===== src/rtl/i2c_cond_pkg.sv =====
// Shared definitions for the I2C pad conditioner.
// Holds the bus-state encoding and the default filter / stretch limits.
package i2c_cond_pkg;

    typedef enum logic [0:0] {
        IDLE = 1'b0,
        BUSY = 1'b1
    } bus_state_t;

    localparam int FILT_LEN_DEF    = 4;
    localparam int STRETCH_LIM_DEF = 8;

endpackage


===== src/rtl/i2c_glitch_filter.sv =====
// Two-flop synchronizer followed by a stability glitch filter.
// Ports: clk, rstn (sync, active-low), raw (async line), level (filtered).
module i2c_glitch_filter #(
    parameter int FILT_LEN = 4
) (
    input  logic clk,
    input  logic rstn,
    input  logic raw,
    output logic level
);

    localparam logic [3:0] CNT_LAST = 4'(FILT_LEN - 1);

    logic       sync1;
    logic       sync2;
    logic [3:0] cnt;

    // The level flips on the FILT_LEN-th consecutive cycle that the
    // synchronized input disagrees with it; any agreement restarts the run.
    always_ff @(posedge clk) begin
        if (!rstn) begin
            sync1 <= 1'b1;
            sync2 <= 1'b1;
            level <= 1'b1;
            cnt   <= '0;
        end else begin
            sync1 <= raw;
            sync2 <= sync1;
            if (sync2 == level) begin
                cnt <= '0;
            end else if (cnt == CNT_LAST) begin
                level <= sync2;
                cnt   <= '0;
            end else begin
                cnt <= cnt + 4'd1;
            end
        end
    end

endmodule


===== src/rtl/i2c_pad_conditioner.sv =====
// I2C pad conditioner: open-drain pad drive, line filtering, START/STOP
// detection, bus-busy tracking, arbitration-loss and clock-stretch flags.
// Ports: i_CLK/i_RSTN, MPR121_* pad side, i_* core requests, o_* status.
module i2c_pad_conditioner
    import i2c_cond_pkg::*;
#(
    parameter int FILT_LEN    = FILT_LEN_DEF,
    parameter int STRETCH_LIM = STRETCH_LIM_DEF
) (
    input  logic i_CLK,
    input  logic i_RSTN,
    input  logic MPR121_SCL_IN,
    input  logic MPR121_SDA_IN,
    output logic MPR121_SCL_OUT,
    output logic MPR121_SDA_OUT,
    output logic MPR121_SCL_EN,
    output logic MPR121_SDA_EN,
    input  logic i_scl_drive_low,
    input  logic i_sda_drive_low,
    input  logic i_arb_clr,
    output logic o_scl,
    output logic o_sda,
    output logic o_start,
    output logic o_stop,
    output logic o_busy,
    output logic o_arb_lost,
    output logic o_stretch
);

    // Cycles after reset release during which the filters may still be
    // moving from their forced-high reset value to the real line level.
    localparam logic [4:0] SETTLE   = 5'(FILT_LEN + 3);
    localparam logic [7:0] SLIM     = 8'(STRETCH_LIM);

    bus_state_t state;
    logic       scl_prev;
    logic       sda_prev;
    logic [4:0] settle_cnt;
    logic       settled;
    logic [7:0] stretch_cnt;
    logic       start_det;
    logic       stop_det;
    logic       arb_set;

    assign MPR121_SCL_OUT = 1'b0;
    assign MPR121_SDA_OUT = 1'b0;

    i2c_glitch_filter #(.FILT_LEN(FILT_LEN)) u_scl_filt (
        .clk   (i_CLK),
        .rstn  (i_RSTN),
        .raw   (MPR121_SCL_IN),
        .level (o_scl)
    );

    i2c_glitch_filter #(.FILT_LEN(FILT_LEN)) u_sda_filt (
        .clk   (i_CLK),
        .rstn  (i_RSTN),
        .raw   (MPR121_SDA_IN),
        .level (o_sda)
    );

    assign settled = (settle_cnt == SETTLE);

    // Requiring SCL high in both cycles rejects simultaneous SCL/SDA moves.
    assign start_det = scl_prev & o_scl & sda_prev & ~o_sda;
    assign stop_det  = scl_prev & o_scl & ~sda_prev & o_sda;
    assign arb_set   = ~scl_prev & o_scl & ~i_sda_drive_low & ~o_sda;

    assign o_busy    = (state == BUSY);
    assign o_stretch = (stretch_cnt == SLIM);

    always_ff @(posedge i_CLK) begin
        if (!i_RSTN) begin
            MPR121_SCL_EN <= 1'b0;
            MPR121_SDA_EN <= 1'b0;
            scl_prev      <= 1'b1;
            sda_prev      <= 1'b1;
            settle_cnt    <= '0;
            o_start       <= 1'b0;
            o_stop        <= 1'b0;
            state         <= IDLE;
            o_arb_lost    <= 1'b0;
            stretch_cnt   <= '0;
        end else begin
            MPR121_SCL_EN <= i_scl_drive_low;
            MPR121_SDA_EN <= i_sda_drive_low;
            scl_prev      <= o_scl;
            sda_prev      <= o_sda;

            if (!settled) begin
                settle_cnt <= settle_cnt + 5'd1;
            end

            o_start <= settled & start_det;
            o_stop  <= settled & stop_det;

            case (state)
                IDLE:    if (o_start) state <= BUSY;
                BUSY:    if (o_stop)  state <= IDLE;
                default: state <= IDLE;
            endcase

            if (arb_set) begin
                o_arb_lost <= 1'b1;
            end else if (i_arb_clr) begin
                o_arb_lost <= 1'b0;
            end

            if (i_scl_drive_low || o_scl) begin
                stretch_cnt <= '0;
            end else if (stretch_cnt != SLIM) begin
                stretch_cnt <= stretch_cnt + 8'd1;
            end
        end
    end

endmodule


===== config.mk =====
export PLATFORM = sky130hd
export DESIGN_NAME = i2c_pad_conditioner
export DESIGN_NICKNAME = d
export VERILOG_FILES = /design/src/rtl/i2c_cond_pkg.sv /design/src/rtl/i2c_glitch_filter.sv /design/src/rtl/i2c_pad_conditioner.sv
export SDC_FILE = /design/constraint.sdc
export NUM_CORES = 1
export LEC_CHECK = 0
export BUFFER_PORTS_ARGS = -buffer_cell sky130_fd_sc_hd__buf_2
export CAP_MARGIN = 20
export CELL_PAD_IN_SITES_DETAIL_PLACEMENT = 1
export CELL_PAD_IN_SITES_GLOBAL_PLACEMENT = 1
export CORE_ASPECT_RATIO = 0.6
export CORE_MARGIN = 2
export CORE_UTILIZATION = 38
export CTS_CLUSTER_SIZE = 40
export DETAILED_ROUTE_END_ITERATION = 7
export GPL_TIMING_DRIVEN = 0
export PLACE_DENSITY = 0.69
export SLEW_MARGIN = 25
export SYNTH_ARGS = -nofsm -noshare
export SYNTH_HDL_FRONTEND = slang
export SYNTH_SLANG_ARGS = --single-unit

===== constraint.sdc =====
create_clock -name i_CLK -period 1.7 [get_ports i_CLK]
set_clock_uncertainty 0.1 [all_clocks]
set_input_delay 0.085 -clock i_CLK [delete_from_list [all_inputs] [get_ports i_CLK]]
set_output_delay 0.085 -clock i_CLK [all_outputs]
set_load 0.01 [all_outputs]

==> flow_results.xml, run 1 <==
<?xml version="1.0" encoding="UTF-8"?>
<metrics>
  <group name="timing">
    <metric name="rsz_0062_raised_after_global_routing" unit="">true</metric>
    <metric name="timing.final.crit_period" unit="ps">1752</metric>
    <metric name="final-hold-violation-count" unit="">0</metric>
    <metric name="timing.setup.tns" unit="ps">-71.63</metric>
    <metric name="layout_worst_path_cycle_share" unit="%">103.0</metric>
    <metric name="postLayoutSetupSlackWorst" unit="ps">-51.76</metric>
    <metric name="f_max" unit="MHz">570.9</metric>
    <metric name="final_setup_violation_count" unit="">2</metric>
    <metric name="timing_max_transition_violations_final" unit="">0</metric>
  </group>
  <group name="flow_run">
    <metric name="drv.max_cap_violation_count" unit="">0</metric>
  </group>
  <group name="power">
    <metric name="ir_drop" unit="mV">0.5042</metric>
    <metric name="seq_power_share" unit="%">50.3</metric>
    <metric name="leakagePower" unit="nW">0.6908</metric>
    <metric name="net-switching-power" unit="W">0.0003322</metric>
    <metric name="power.share.switching" unit="%">19.88</metric>
    <metric name="pwr-share-clk" unit="%">46.0</metric>
    <metric name="p_per_cell_area" unit="nW/µm²">943.0</metric>
    <metric name="internal_power" unit="W">0.001338</metric>
    <metric name="comb_power_share" unit="%">3.6</metric>
  </group>
  <group name="logic_synthesis">
    <metric name="asyncSetResetFlopFracSynth" unit="%">0</metric>
    <metric name="post_synth.cell_area_avg" unit="µm²">9.928</metric>
    <metric name="syn_inst" unit="">138</metric>
    <metric name="seq_area_frac_synth" unit="%">51.14</metric>
    <metric name="commonest_register_cell_after_synthesis" unit="">sky130_fd_sc_hd__dfxtp_1</metric>
    <metric name="synth_cell_type_count" unit="">32</metric>
    <metric name="synth.ff_latch_count" unit="">35</metric>
    <metric name="synth_top_area_cell" unit="">sky130_fd_sc_hd__dfxtp_1</metric>
    <metric name="synth_area_leaders" unit="">sky130_fd_sc_hd__dfxtp_1 51%, sky130_fd_sc_hd__ha_1 4.6%, sky130_fd_sc_hd__xor2_1 4.5%</metric>
    <metric name="synth_edf_count" unit="">0</metric>
    <metric name="synth_largest_type_area_fraction" unit="%">51.14</metric>
    <metric name="ys.warnings.count" unit="">0</metric>
    <metric name="netlist_area" unit="µm²">1370</metric>
  </group>
  <group name="routing">
    <metric name="routed_met2_length" unit="µm">1489</metric>
    <metric name="drt-pass1-iter-count" unit="">4</metric>
    <metric name="drc" unit="">0</metric>
    <metric name="route.final.wire_length" unit="µm">3134</metric>
    <metric name="m1WireLength" unit="µm">1434</metric>
    <metric name="avgViaCountPerCell" unit="">4.958</metric>
    <metric name="dr_wl_met3" unit="µm">149</metric>
    <metric name="routed_wire_length_per_instance" unit="µm">14.64</metric>
    <metric name="dr_total_vias" unit="">1061</metric>
    <metric name="routed.top_layer" unit="">met4</metric>
    <metric name="ant_nets" unit="">0</metric>
    <metric name="drt-initial-drc-count" unit="">19</metric>
  </group>
  <group name="clock_network">
    <metric name="h-tree-depth" unit="">2</metric>
    <metric name="ctsRootBufferMaster" unit="">sky130_fd_sc_hd__clkbuf_8</metric>
    <metric name="path_clk_slew" unit="ps">70</metric>
    <metric name="tritoncts_num_sinks" unit="">35</metric>
    <metric name="cts_made_buffers" unit="">5</metric>
    <metric name="worstSkewPairLatency" unit="ps">290</metric>
    <metric name="tritoncts" unit="">built</metric>
    <metric name="cts_max_path_buffers" unit="">2</metric>
  </group>
  <group name="finish">
    <metric name="fraction_of_layout_cells_with_a_size_suffix_above_1" unit="%">27.22</metric>
    <metric name="number_of_diodes" unit="">0</metric>
    <metric name="layout.filler_cells" unit="">380</metric>
    <metric name="syn_to_final_growth" unit="%">29.32</metric>
    <metric name="mostFrequentLayoutCells" unit="">33 x sky130_fd_sc_hd__dfxtp_1, 14 x sky130_fd_sc_hd__buf_2, 11 x sky130_fd_sc_hd__nor2_1</metric>
    <metric name="post-route-util" unit="%">52.99</metric>
    <metric name="layout_commonest_cell" unit="">sky130_fd_sc_hd__dfxtp_1</metric>
    <metric name="final_nets" unit="">180</metric>
  </group>
  <group name="critical_path">
    <metric name="critPathCaptureType" unit="">register</metric>
    <metric name="worst-endpoint-arrival" unit="ps">1870</metric>
    <metric name="crit_type" unit="">register to register</metric>
    <metric name="rr_worst_depth" unit="">5</metric>
    <metric name="timing.critical_path.fanout_max" unit="">5</metric>
    <metric name="crit_path_start_kind" unit="">register</metric>
    <metric name="timing.critical_path.required" unit="ps">1820</metric>
  </group>
  <group name="placement">
    <metric name="gp_congestion" unit="">0.6882</metric>
    <metric name="dp.final_hpwl" unit="µm">2130</metric>
    <metric name="buffer_ports.inserted" unit="">15</metric>
  </group>
  <group name="outcome">
    <metric name="status" unit="">finished with violations</metric>
    <metric name="violations" unit="">negative setup slack</metric>
  </group>
  <group name="global_route">
    <metric name="number_of_antenna_violations_at_the_first_check_in_global_routing" unit="">0</metric>
    <metric name="number_of_global_route_vias_before_repair" unit="">1110</metric>
    <metric name="globalRouteOverflowTotal" unit="">0</metric>
    <metric name="groute.usage.overall" unit="%">17.42</metric>
    <metric name="largest_net_degree_at_the_start_of_global_routing" unit="">12</metric>
    <metric name="grt_first_pass_wirelength" unit="µm">5147</metric>
  </group>
  <group name="worst_hold_path">
    <metric name="worstHoldPathType" unit="">primary input to register</metric>
    <metric name="hold_path_depth" unit="">3</metric>
  </group>
  <group name="floorplanning">
    <metric name="num_rows" unit="">16</metric>
    <metric name="floorplan.initialDensity" unit="%">40.98</metric>
    <metric name="die-height" unit="µm">50.51</metric>
    <metric name="core_area" unit="µm²">3343</metric>
    <metric name="number_of_top_level_pins" unit="">18</metric>
    <metric name="die_width" unit="µm">81.52</metric>
    <metric name="fp.dieArea" unit="µm²">4118</metric>
  </group>
</metrics>
metal layers:
metal | GRT usage (%) | vias to the layer above
met5 | 0 | -
met2 | 28.42 | 20
li1 | - | 520
met4 | 10.45 | 0
met1 | 19.67 | 515
met3 | 5.935 | 6
per-stage QoR:
stage	total power [W]	setup WS [ps]	cells	instance area [µm²]	hold slack, ps
floorplan	0.0008932	15.72	139	1374	86.47
global placement	0.0009093	-229.4	199	1505	167.0
detailed placement	0.0009149	-382.4	199	1505	170.5
CTS	0.001693	-112.8	214	1728	16.53
global route	0.001729	-93.08	214	1772	27.67
finish	0.001671	-51.76	214	1772	28.56
state kept, by name, summed over array words and instances, names as in the netlist, 4 cells and up:
signal and count:
settle_cnt 5, stretch_cnt 8, u_scl_filt.cnt 4, u_sda_filt.cnt 4
worst max-delay path: stages (launching register included):
cell	delay (ps)
sky130_fd_sc_hd__dfxtp_4	360
sky130_fd_sc_hd__inv_4	50
sky130_fd_sc_hd__ha_4	110
sky130_fd_sc_hd__or4b_4	510
sky130_fd_sc_hd__or3_4	410
sky130_fd_sc_hd__a21oi_2	130
final timing paths:
check / from / end / slack [ps]
setup reg to reg: stretch_cnt[0] / stretch_cnt[1] / -50
hold reg to reg: u_scl_filt.sync1 / u_scl_filt.sync2 / 310
hold / removal: i_arb_clr / o_arb_lost / 30
setup / recovery: stretch_cnt[0] / stretch_cnt[1] / -50
timing repair:
action / 4_1_cts / 5_1_grt
setup endpoints to repair: 12 / 10
gates resized for setup: 14 / 10
pin swaps: 1 / 3
hold buffers: 4 / 0
setup buffers: 3 / 1
endpoints found under the hold margin: 4 / 0
power by group through the flow:
stage                     registers, W   logic, W  clock network [W]
after floorplan               0.000862  0.0000315                  0
after global placement        0.000861  0.0000480                  0
after detailed placement      0.000863  0.0000522                  0
after CTS                     0.000841  0.0000613           0.000791
after global routing          0.000843  0.0000685           0.000817
final                         0.000841  0.0000606           0.000769
cell usage after synthesis, drive strengths merged, types with 5 or more instances:
master	instances
inv	5
nor2	12
and2	5
nand3	10
o21ai	5
xor2	7
a21oi	5
ha	5
xnor2	5
dfxtp	35
nand2b	6
cells by family (layout without fill, tap and decap cells):
group / Yosys count / after routing / share of synthesized area, %
adder cells (fa/ha/maj): 5 / 5 / 4.566
AO/OA/AOI/OAI: 14 / 14 / 5.844
AND/OR/NAND/NOR: 57 / 57 / 24.20
other: 1 / 2 / 0.2737
flip-flops: 35 / 35 / 51.14
multiplexers: 4 / 4 / 2.922
XOR/XNOR: 12 / 12 / 7.671
buffers and inverters: 10 / 40 / 3.379
cell type report:
type / count / area (µm²) / share of cell area [%]
Sequential cell: 35 / 708.2 / 39.97
Multi-Input combinational cell: 94 / 688.2 / 38.84
Timing Repair Buffer: 23 / 155.1 / 8.757
Clock buffer: 6 / 82.58 / 4.661
Tap cell: 45 / 56.30 / 3.178
Clock inverter: 2 / 35.03 / 1.977
Inverter: 5 / 23.77 / 1.342
Buffer: 4 / 22.52 / 1.271
No activity file was read; power rests on OpenSTA's default activity.
==> run 2, diff against run 1 <==
- CORE_ASPECT_RATIO: 0.6 -> unset
==> flow_results.xml, run 2 (synthesis gave the netlist of run 1 again) <==
<?xml version="1.0" encoding="UTF-8"?>
<metrics>
  <group name="outcome">
    <metric name="status" unit="">finished with violations</metric>
    <metric name="violations" unit="">negative setup slack</metric>
  </group>
  <group name="routing">
    <metric name="route.final.wire_length" unit="µm">2819</metric>
    <metric name="dr_total_vias" unit="">1041</metric>
    <metric name="drt-pass1-iter-count" unit="">4</metric>
    <metric name="ant_nets" unit="">0</metric>
    <metric name="routed_wire_length_per_instance" unit="µm">13.11</metric>
    <metric name="drt-initial-drc-count" unit="">28</metric>
    <metric name="drc" unit="">0</metric>
    <metric name="avgViaCountPerCell" unit="">4.842</metric>
  </group>
  <group name="global_route">
    <metric name="grt_first_pass_wirelength" unit="µm">4857</metric>
    <metric name="globalRouteOverflowTotal" unit="">0</metric>
    <metric name="largest_net_degree_at_the_start_of_global_routing" unit="">12</metric>
    <metric name="groute.usage.overall" unit="%">15.87</metric>
    <metric name="number_of_global_route_vias_before_repair" unit="">1086</metric>
    <metric name="number_of_antenna_violations_at_the_first_check_in_global_routing" unit="">0</metric>
  </group>
  <group name="placement">
    <metric name="buffer_ports.inserted" unit="">15</metric>
    <metric name="placed_cells_incl_taps" unit="">200</metric>
    <metric name="dp_worst_setup_slack" unit="ps">-228.1</metric>
    <metric name="gp_congestion" unit="">0.7582</metric>
    <metric name="dp.final_hpwl" unit="µm">2046</metric>
    <metric name="postPlaceCellArea" unit="µm²">1506</metric>
  </group>
  <group name="power">
    <metric name="total_power" unit="W">0.001643</metric>
    <metric name="leakagePower" unit="nW">0.6741</metric>
    <metric name="p_per_cell_area" unit="nW/µm²">947.3</metric>
    <metric name="ir_drop" unit="mV">0.5163</metric>
  </group>
  <group name="critical_path">
    <metric name="cp_slowest_stage_delay" unit="ps">480</metric>
    <metric name="worst-endpoint-arrival" unit="ps">1970</metric>
    <metric name="critical_path.startpoint" unit="">stretch_cnt[0]</metric>
    <metric name="crit_path_start_kind" unit="">register</metric>
    <metric name="crit_type" unit="">register to register</metric>
    <metric name="r2r_start" unit="">stretch_cnt[0]</metric>
    <metric name="cp_cell_sequence" unit="">inv_4 &gt; ha_4 &gt; or4b_4 &gt; buf_6 &gt; or3_4 &gt; a21oi_2</metric>
    <metric name="timing.critical_path.fanout_max" unit="">4</metric>
    <metric name="timing.critical_path.required" unit="ps">1880</metric>
    <metric name="critPathCaptureType" unit="">register</metric>
    <metric name="slowest_stage" unit="">sky130_fd_sc_hd__or4b_4</metric>
  </group>
  <group name="finish">
    <metric name="finish.cell_count_without_fillers" unit="">215</metric>
    <metric name="layout_commonest_cell" unit="">sky130_fd_sc_hd__dfxtp_1</metric>
    <metric name="layout_top_registers" unit="">stretch_cnt x8, settle_cnt x5</metric>
    <metric name="final_nets" unit="">180</metric>
    <metric name="finish.instance_area" unit="µm²">1734</metric>
    <metric name="fraction_of_layout_cells_with_a_size_suffix_above_1" unit="%">24.26</metric>
    <metric name="post-route-util" unit="%">51.16</metric>
    <metric name="mostFrequentLayoutCells" unit="">33 x sky130_fd_sc_hd__dfxtp_1, 15 x sky130_fd_sc_hd__buf_2, 11 x sky130_fd_sc_hd__nor2_1</metric>
    <metric name="top_register" unit="">stretch_cnt</metric>
    <metric name="syn_to_final_growth" unit="%">26.58</metric>
    <metric name="number_of_diodes" unit="">0</metric>
    <metric name="largest_register_ff_count" unit="">8</metric>
  </group>
  <group name="timing">
    <metric name="timing.final.crit_period" unit="ps">1799</metric>
    <metric name="layout_worst_path_cycle_share" unit="%">105.8</metric>
    <metric name="postLayoutSetupSlackWorst" unit="ps">-98.77</metric>
    <metric name="final_setup_violation_count" unit="">2</metric>
    <metric name="final-hold-violation-count" unit="">0</metric>
    <metric name="rsz_0062_raised_after_global_routing" unit="">true</metric>
    <metric name="f_max" unit="MHz">555.9</metric>
    <metric name="timing_max_transition_violations_final" unit="">0</metric>
  </group>
  <group name="floorplanning">
    <metric name="num_rows" unit="">21</metric>
    <metric name="core_area" unit="µm²">3390</metric>
    <metric name="die_width" unit="µm">64.05</metric>
    <metric name="fp.dieArea" unit="µm²">4102</metric>
    <metric name="floorplan.initialDensity" unit="%">40.42</metric>
    <metric name="die-height" unit="µm">64.05</metric>
    <metric name="number_of_top_level_pins" unit="">18</metric>
  </group>
  <group name="worst_hold_path">
    <metric name="worstHoldPathType" unit="">primary input to register</metric>
    <metric name="min-delay-start" unit="">i_RSTN</metric>
  </group>
  <group name="clock_network">
    <metric name="cts_max_path_buffers" unit="">2</metric>
    <metric name="worstSkewPairLatency" unit="ps">340</metric>
    <metric name="ctsRootBufferMaster" unit="">sky130_fd_sc_hd__clkbuf_4</metric>
    <metric name="h-tree-depth" unit="">2</metric>
    <metric name="tritoncts_num_sinks" unit="">35</metric>
    <metric name="path_clk_slew" unit="ps">100</metric>
    <metric name="tritoncts" unit="">built</metric>
    <metric name="cts_made_buffers" unit="">5</metric>
  </group>
  <group name="flow_run">
    <metric name="drv.max_cap_violation_count" unit="">0</metric>
  </group>
</metrics>
## run 2: cell types whose count changed in the layout (fill, tap and decap cells not counted), moves of 2 or more
cell / delta
sky130_fd_sc_hd__nor3_2: -2
sky130_fd_sc_hd__clkbuf_8: -6
sky130_fd_sc_hd__nor3_1: +2
sky130_fd_sc_hd__clkbuf_4: +5
## run 2: worst max-delay path, delay by kind of cell (launching register included)
| kind | cells | cell delay, ps |
|---|---|---|
| AND/OR/NAND/NOR | 2 | 840 |
| flip-flops | 1 | 370 |
| buffers and inverters | 2 | 200 |
| AO/OA/AOI/OAI | 1 | 120 |
| adder cells (fa/ha/maj) | 1 | 110 |
## run 2: cell type report
class / count / area [µm²]
Tap cell: 46 / 57.56
Buffer: 4 / 22.52
Fill cell: 390 / 1655
Timing Repair Buffer: 23 / 151.4
Inverter: 5 / 23.77
Clock buffer: 6 / 41.29
Sequential cell: 35 / 708.2
Clock inverter: 2 / 60.06
Multi-Input combinational cell: 94 / 669.4
## run 2: per-stage QoR
step / hold WS (ps) / setup TNS [ps]
after detailed placement: 173.9 / -1220
final: 74.57 / -154.2
after floorplan: 86.47 / 0
after global routing: 73.14 / -410.5
after CTS: 58.36 / -451.2
after global placement: 166.6 / -823.2
## run 2: repair_timing
item                       4_1_cts  5_1_grt
gates resized for setup         12        7
hold endpoints to repair         9        0
pin swaps                        1        2
hold buffers                     5        0
setup endpoints to repair       10        8
setup buffers                    3        0
## run 2: path summary, 6_finish.rpt
kind,cells after the start,end,slack [ps]
hold reg to reg,1,u_scl_filt.sync2,320
setup / recovery,6,stretch_cnt[1],-100
hold / removal,3,stretch_cnt[1],70
setup reg to reg,6,stretch_cnt[1],-100
## run 2: per-layer routing
layer | part of all wire, % | global-route usage [%] | vias up
met5 | 0 | 0 | -
met4 | 2.1 | 8.152 | 0
met3 | 3.7 | 5.634 | 5
met2 | 54 | 28.91 | 15
met1 | 41 | 15.62 | 498
li1 | - | - | 523
## run 2: where the power goes
group | leakage (nW) | internal [W] | switching (W)
logic | 0.336 | 0.0000344 | 0.0000263
clock network | 0.0525 | 0.000459 | 0.000283
registers | 0.286 | 0.000831 | 0.00000912
==> run 3, diff against run 2 <==
- CELL_PAD_IN_SITES_DETAIL_PLACEMENT: 1 -> 0
==> flow_results.xml, run 3 (synthesis gave the netlist of run 1 again) <==
<?xml version="1.0" encoding="UTF-8"?>
<metrics>
  <group name="finish">
    <metric name="largest_register_ff_count" unit="">8</metric>
    <metric name="layout.filler_cells" unit="">313</metric>
    <metric name="number_of_diodes" unit="">0</metric>
    <metric name="syn_to_final_growth" unit="%">25.02</metric>
    <metric name="final_nets" unit="">181</metric>
    <metric name="top_register" unit="">stretch_cnt</metric>
    <metric name="layout_commonest_cell" unit="">sky130_fd_sc_hd__dfxtp_1</metric>
    <metric name="fraction_of_layout_cells_with_a_size_suffix_above_1" unit="%">22.94</metric>
    <metric name="layout_top_registers" unit="">stretch_cnt x8, settle_cnt x5</metric>
    <metric name="mostFrequentLayoutCells" unit="">33 x sky130_fd_sc_hd__dfxtp_1, 15 x sky130_fd_sc_hd__buf_2, 11 x sky130_fd_sc_hd__nor2_1</metric>
    <metric name="finish.cell_count_without_fillers" unit="">216</metric>
  </group>
  <group name="critical_path">
    <metric name="critical_path_buf_inv_count" unit="">3</metric>
    <metric name="rr_worst_depth" unit="">7</metric>
    <metric name="worst-endpoint-arrival" unit="ps">1910</metric>
    <metric name="slowest_stage" unit="">sky130_fd_sc_hd__or4b_4</metric>
    <metric name="cp_cell_sequence" unit="">inv_2 &gt; ha_1 &gt; or4b_4 &gt; buf_4 &gt; buf_4 &gt; o21a_1 &gt; nor3_1</metric>
    <metric name="r2r_start" unit="">stretch_cnt[0]</metric>
    <metric name="endpoint" unit="">stretch_cnt[0]</metric>
    <metric name="worst_path_dominant_cell_family" unit="">simple AND/OR/NAND/NOR gates</metric>
    <metric name="cp_slowest_stage_delay" unit="ps">490</metric>
    <metric name="critical_path.startpoint" unit="">stretch_cnt[0]</metric>
    <metric name="timing.critical_path.fanout_max" unit="">4</metric>
    <metric name="reg2reg_capture_point" unit="">stretch_cnt[0]</metric>
    <metric name="critical_path.most_common_cell" unit="">sky130_fd_sc_hd__buf_4</metric>
    <metric name="timing.critical_path.required" unit="ps">1860</metric>
    <metric name="crit_path_start_kind" unit="">register</metric>
    <metric name="ff2ff_setup_slack" unit="ps">-50</metric>
    <metric name="critPathCaptureType" unit="">register</metric>
    <metric name="cp_num_cells" unit="">7</metric>
    <metric name="crit_type" unit="">register to register</metric>
  </group>
  <group name="global_route">
    <metric name="groute.usage.overall" unit="%">13.47</metric>
    <metric name="largest_net_degree_at_the_start_of_global_routing" unit="">12</metric>
    <metric name="number_of_antenna_violations_at_the_first_check_in_global_routing" unit="">0</metric>
    <metric name="number_of_global_route_vias_before_repair" unit="">991</metric>
    <metric name="grt_first_pass_wirelength" unit="µm">4160</metric>
    <metric name="globalRouteOverflowTotal" unit="">0</metric>
  </group>
  <group name="placement">
    <metric name="buffer_ports.inserted" unit="">15</metric>
    <metric name="dp.final_hpwl" unit="µm">1640</metric>
    <metric name="gp_congestion" unit="">0.7582</metric>
    <metric name="placed_cells_incl_taps" unit="">200</metric>
  </group>
  <group name="flow_run">
    <metric name="drv.max_cap_violation_count" unit="">0</metric>
  </group>
  <group name="floorplanning">
    <metric name="core_area" unit="µm²">3390</metric>
    <metric name="fp.dieArea" unit="µm²">4102</metric>
    <metric name="number_of_top_level_pins" unit="">18</metric>
    <metric name="die_width" unit="µm">64.05</metric>
    <metric name="floorplan.initialDensity" unit="%">40.42</metric>
    <metric name="num_rows" unit="">21</metric>
    <metric name="die-height" unit="µm">64.05</metric>
  </group>
  <group name="power">
    <metric name="leakagePower" unit="nW">0.6732</metric>
    <metric name="p_per_cell_area" unit="nW/µm²">954.3</metric>
    <metric name="ir_drop" unit="mV">0.5315</metric>
    <metric name="total_power" unit="W">0.001635</metric>
  </group>
  <group name="timing">
    <metric name="timing_max_transition_violations_final" unit="">0</metric>
    <metric name="f_max" unit="MHz">572.0</metric>
    <metric name="postLayoutSetupSlackWorst" unit="ps">-48.31</metric>
    <metric name="timing.final.crit_period" unit="ps">1748</metric>
    <metric name="rsz_0062_raised_after_global_routing" unit="">true</metric>
    <metric name="layout_worst_path_cycle_share" unit="%">102.8</metric>
    <metric name="final_setup_violation_count" unit="">2</metric>
    <metric name="final-hold-violation-count" unit="">0</metric>
  </group>
  <group name="outcome">
    <metric name="violations" unit="">negative setup slack</metric>
    <metric name="status" unit="">finished with violations</metric>
  </group>
  <group name="routing">
    <metric name="dr_total_vias" unit="">1021</metric>
    <metric name="drt-initial-drc-count" unit="">42</metric>
    <metric name="route.final.wire_length" unit="µm">2298</metric>
    <metric name="drt-pass1-iter-count" unit="">4</metric>
    <metric name="routed_wire_length_per_instance" unit="µm">10.64</metric>
    <metric name="drc" unit="">0</metric>
    <metric name="avgViaCountPerCell" unit="">4.727</metric>
    <metric name="ant_nets" unit="">0</metric>
  </group>
  <group name="clock_network">
    <metric name="path_clk_slew" unit="ps">110</metric>
    <metric name="cts_max_path_buffers" unit="">2</metric>
    <metric name="tritoncts" unit="">built</metric>
    <metric name="tritoncts_num_sinks" unit="">35</metric>
    <metric name="worstSkewPairLatency" unit="ps">330</metric>
    <metric name="ctsRootBufferMaster" unit="">sky130_fd_sc_hd__clkbuf_4</metric>
    <metric name="h-tree-depth" unit="">2</metric>
    <metric name="cts_made_buffers" unit="">5</metric>
  </group>
  <group name="worst_hold_path">
    <metric name="worstHoldPathType" unit="">primary input to register</metric>
  </group>
</metrics>
-- run 3: changes by cell type in the layout (fill, tap and decap cells not counted), sizes merged --
cell and delta:
buf +1
-- run 3: metrics by stage --
stage               cell area [µm²]  util, %  worst slack, ps  setup TNS [ps]  hold slack, ps
floorplan                      1374        -            15.72               0           86.47
global placement               1506    44.44           -181.7          -823.2           166.6
detailed placement             1506    44.44           -220.1           -1065           173.3
CTS                            1718    50.68           -156.1          -396.0           66.34
global route                   1713    50.54           -156.2          -415.1           57.45
finish                         1713    50.54           -48.31          -92.22           77.03
-- run 3: area by class of cell --
| type | instances | area [µm²] | area share [%] |
|---|---|---|---|
| multi-input combinational | 94 | 651.9 | 38.06 |
| timing repair buffer | 24 | 155.1 | 9.058 |
| clock inverter | 2 | 60.06 | 3.506 |
| clock buffer | 6 | 41.29 | 2.411 |
| tap | 46 | 57.56 | 3.360 |
| sequential | 35 | 705.7 | 41.20 |
| buffer | 4 | 22.52 | 1.315 |
| inverter | 5 | 18.77 | 1.096 |
-- run 3: repair_timing --
action                                  4_1_cts  5_1_grt
hold endpoints to repair                      9        0
gates resized for setup                       9        2
pin swaps                                     3        1
endpoints found under the setup margin       10        9
buffers inserted                              4        0
hold buffers                                  5        0
-- run 3: metal layers --
metal | track usage (%) | routed length, µm
met1 | 14.36 | 995
met2 | 22.27 | 1119
met3 | 6.866 | 134
met4 | 5.707 | 49
met5 | 0 | 0
-- run 3: how the worst min path moves through the flow --
stage,startpoint,end,slack (ps),cells after the start
2_1_floorplan,MPR121_SCL_IN,u_scl_filt.sync1,90,1
3_3_place_gp,MPR121_SDA_IN,u_sda_filt.sync1,170,2
3_5_place_dp,MPR121_SCL_IN,u_scl_filt.sync1,170,2
4_1_cts,i_RSTN,stretch_cnt[1],70,3
5_1_grt,i_RSTN,stretch_cnt[1],60,3
6_report,i_RSTN,stretch_cnt[1],80,3
-- run 3: report_power, final --
part	leakage, nW	switching, W	internal [W]	total [W]
registers	0.286	0.00000930	0.000833	0.000842
clock network	0.0525	0.000275	0.000459	0.000734
logic	0.335	0.0000244	0.0000338	0.0000581
-- run 3: worst reg2reg max path, delay by kind of cell, from the launching register on --
family                     cells  cell delay, ps
DFF                            1             360
AOI/OAI and AO/OA              1             170
adders and majority gates      1             130
buffers and inverters          3             320
and+or+nand+nor                2             600
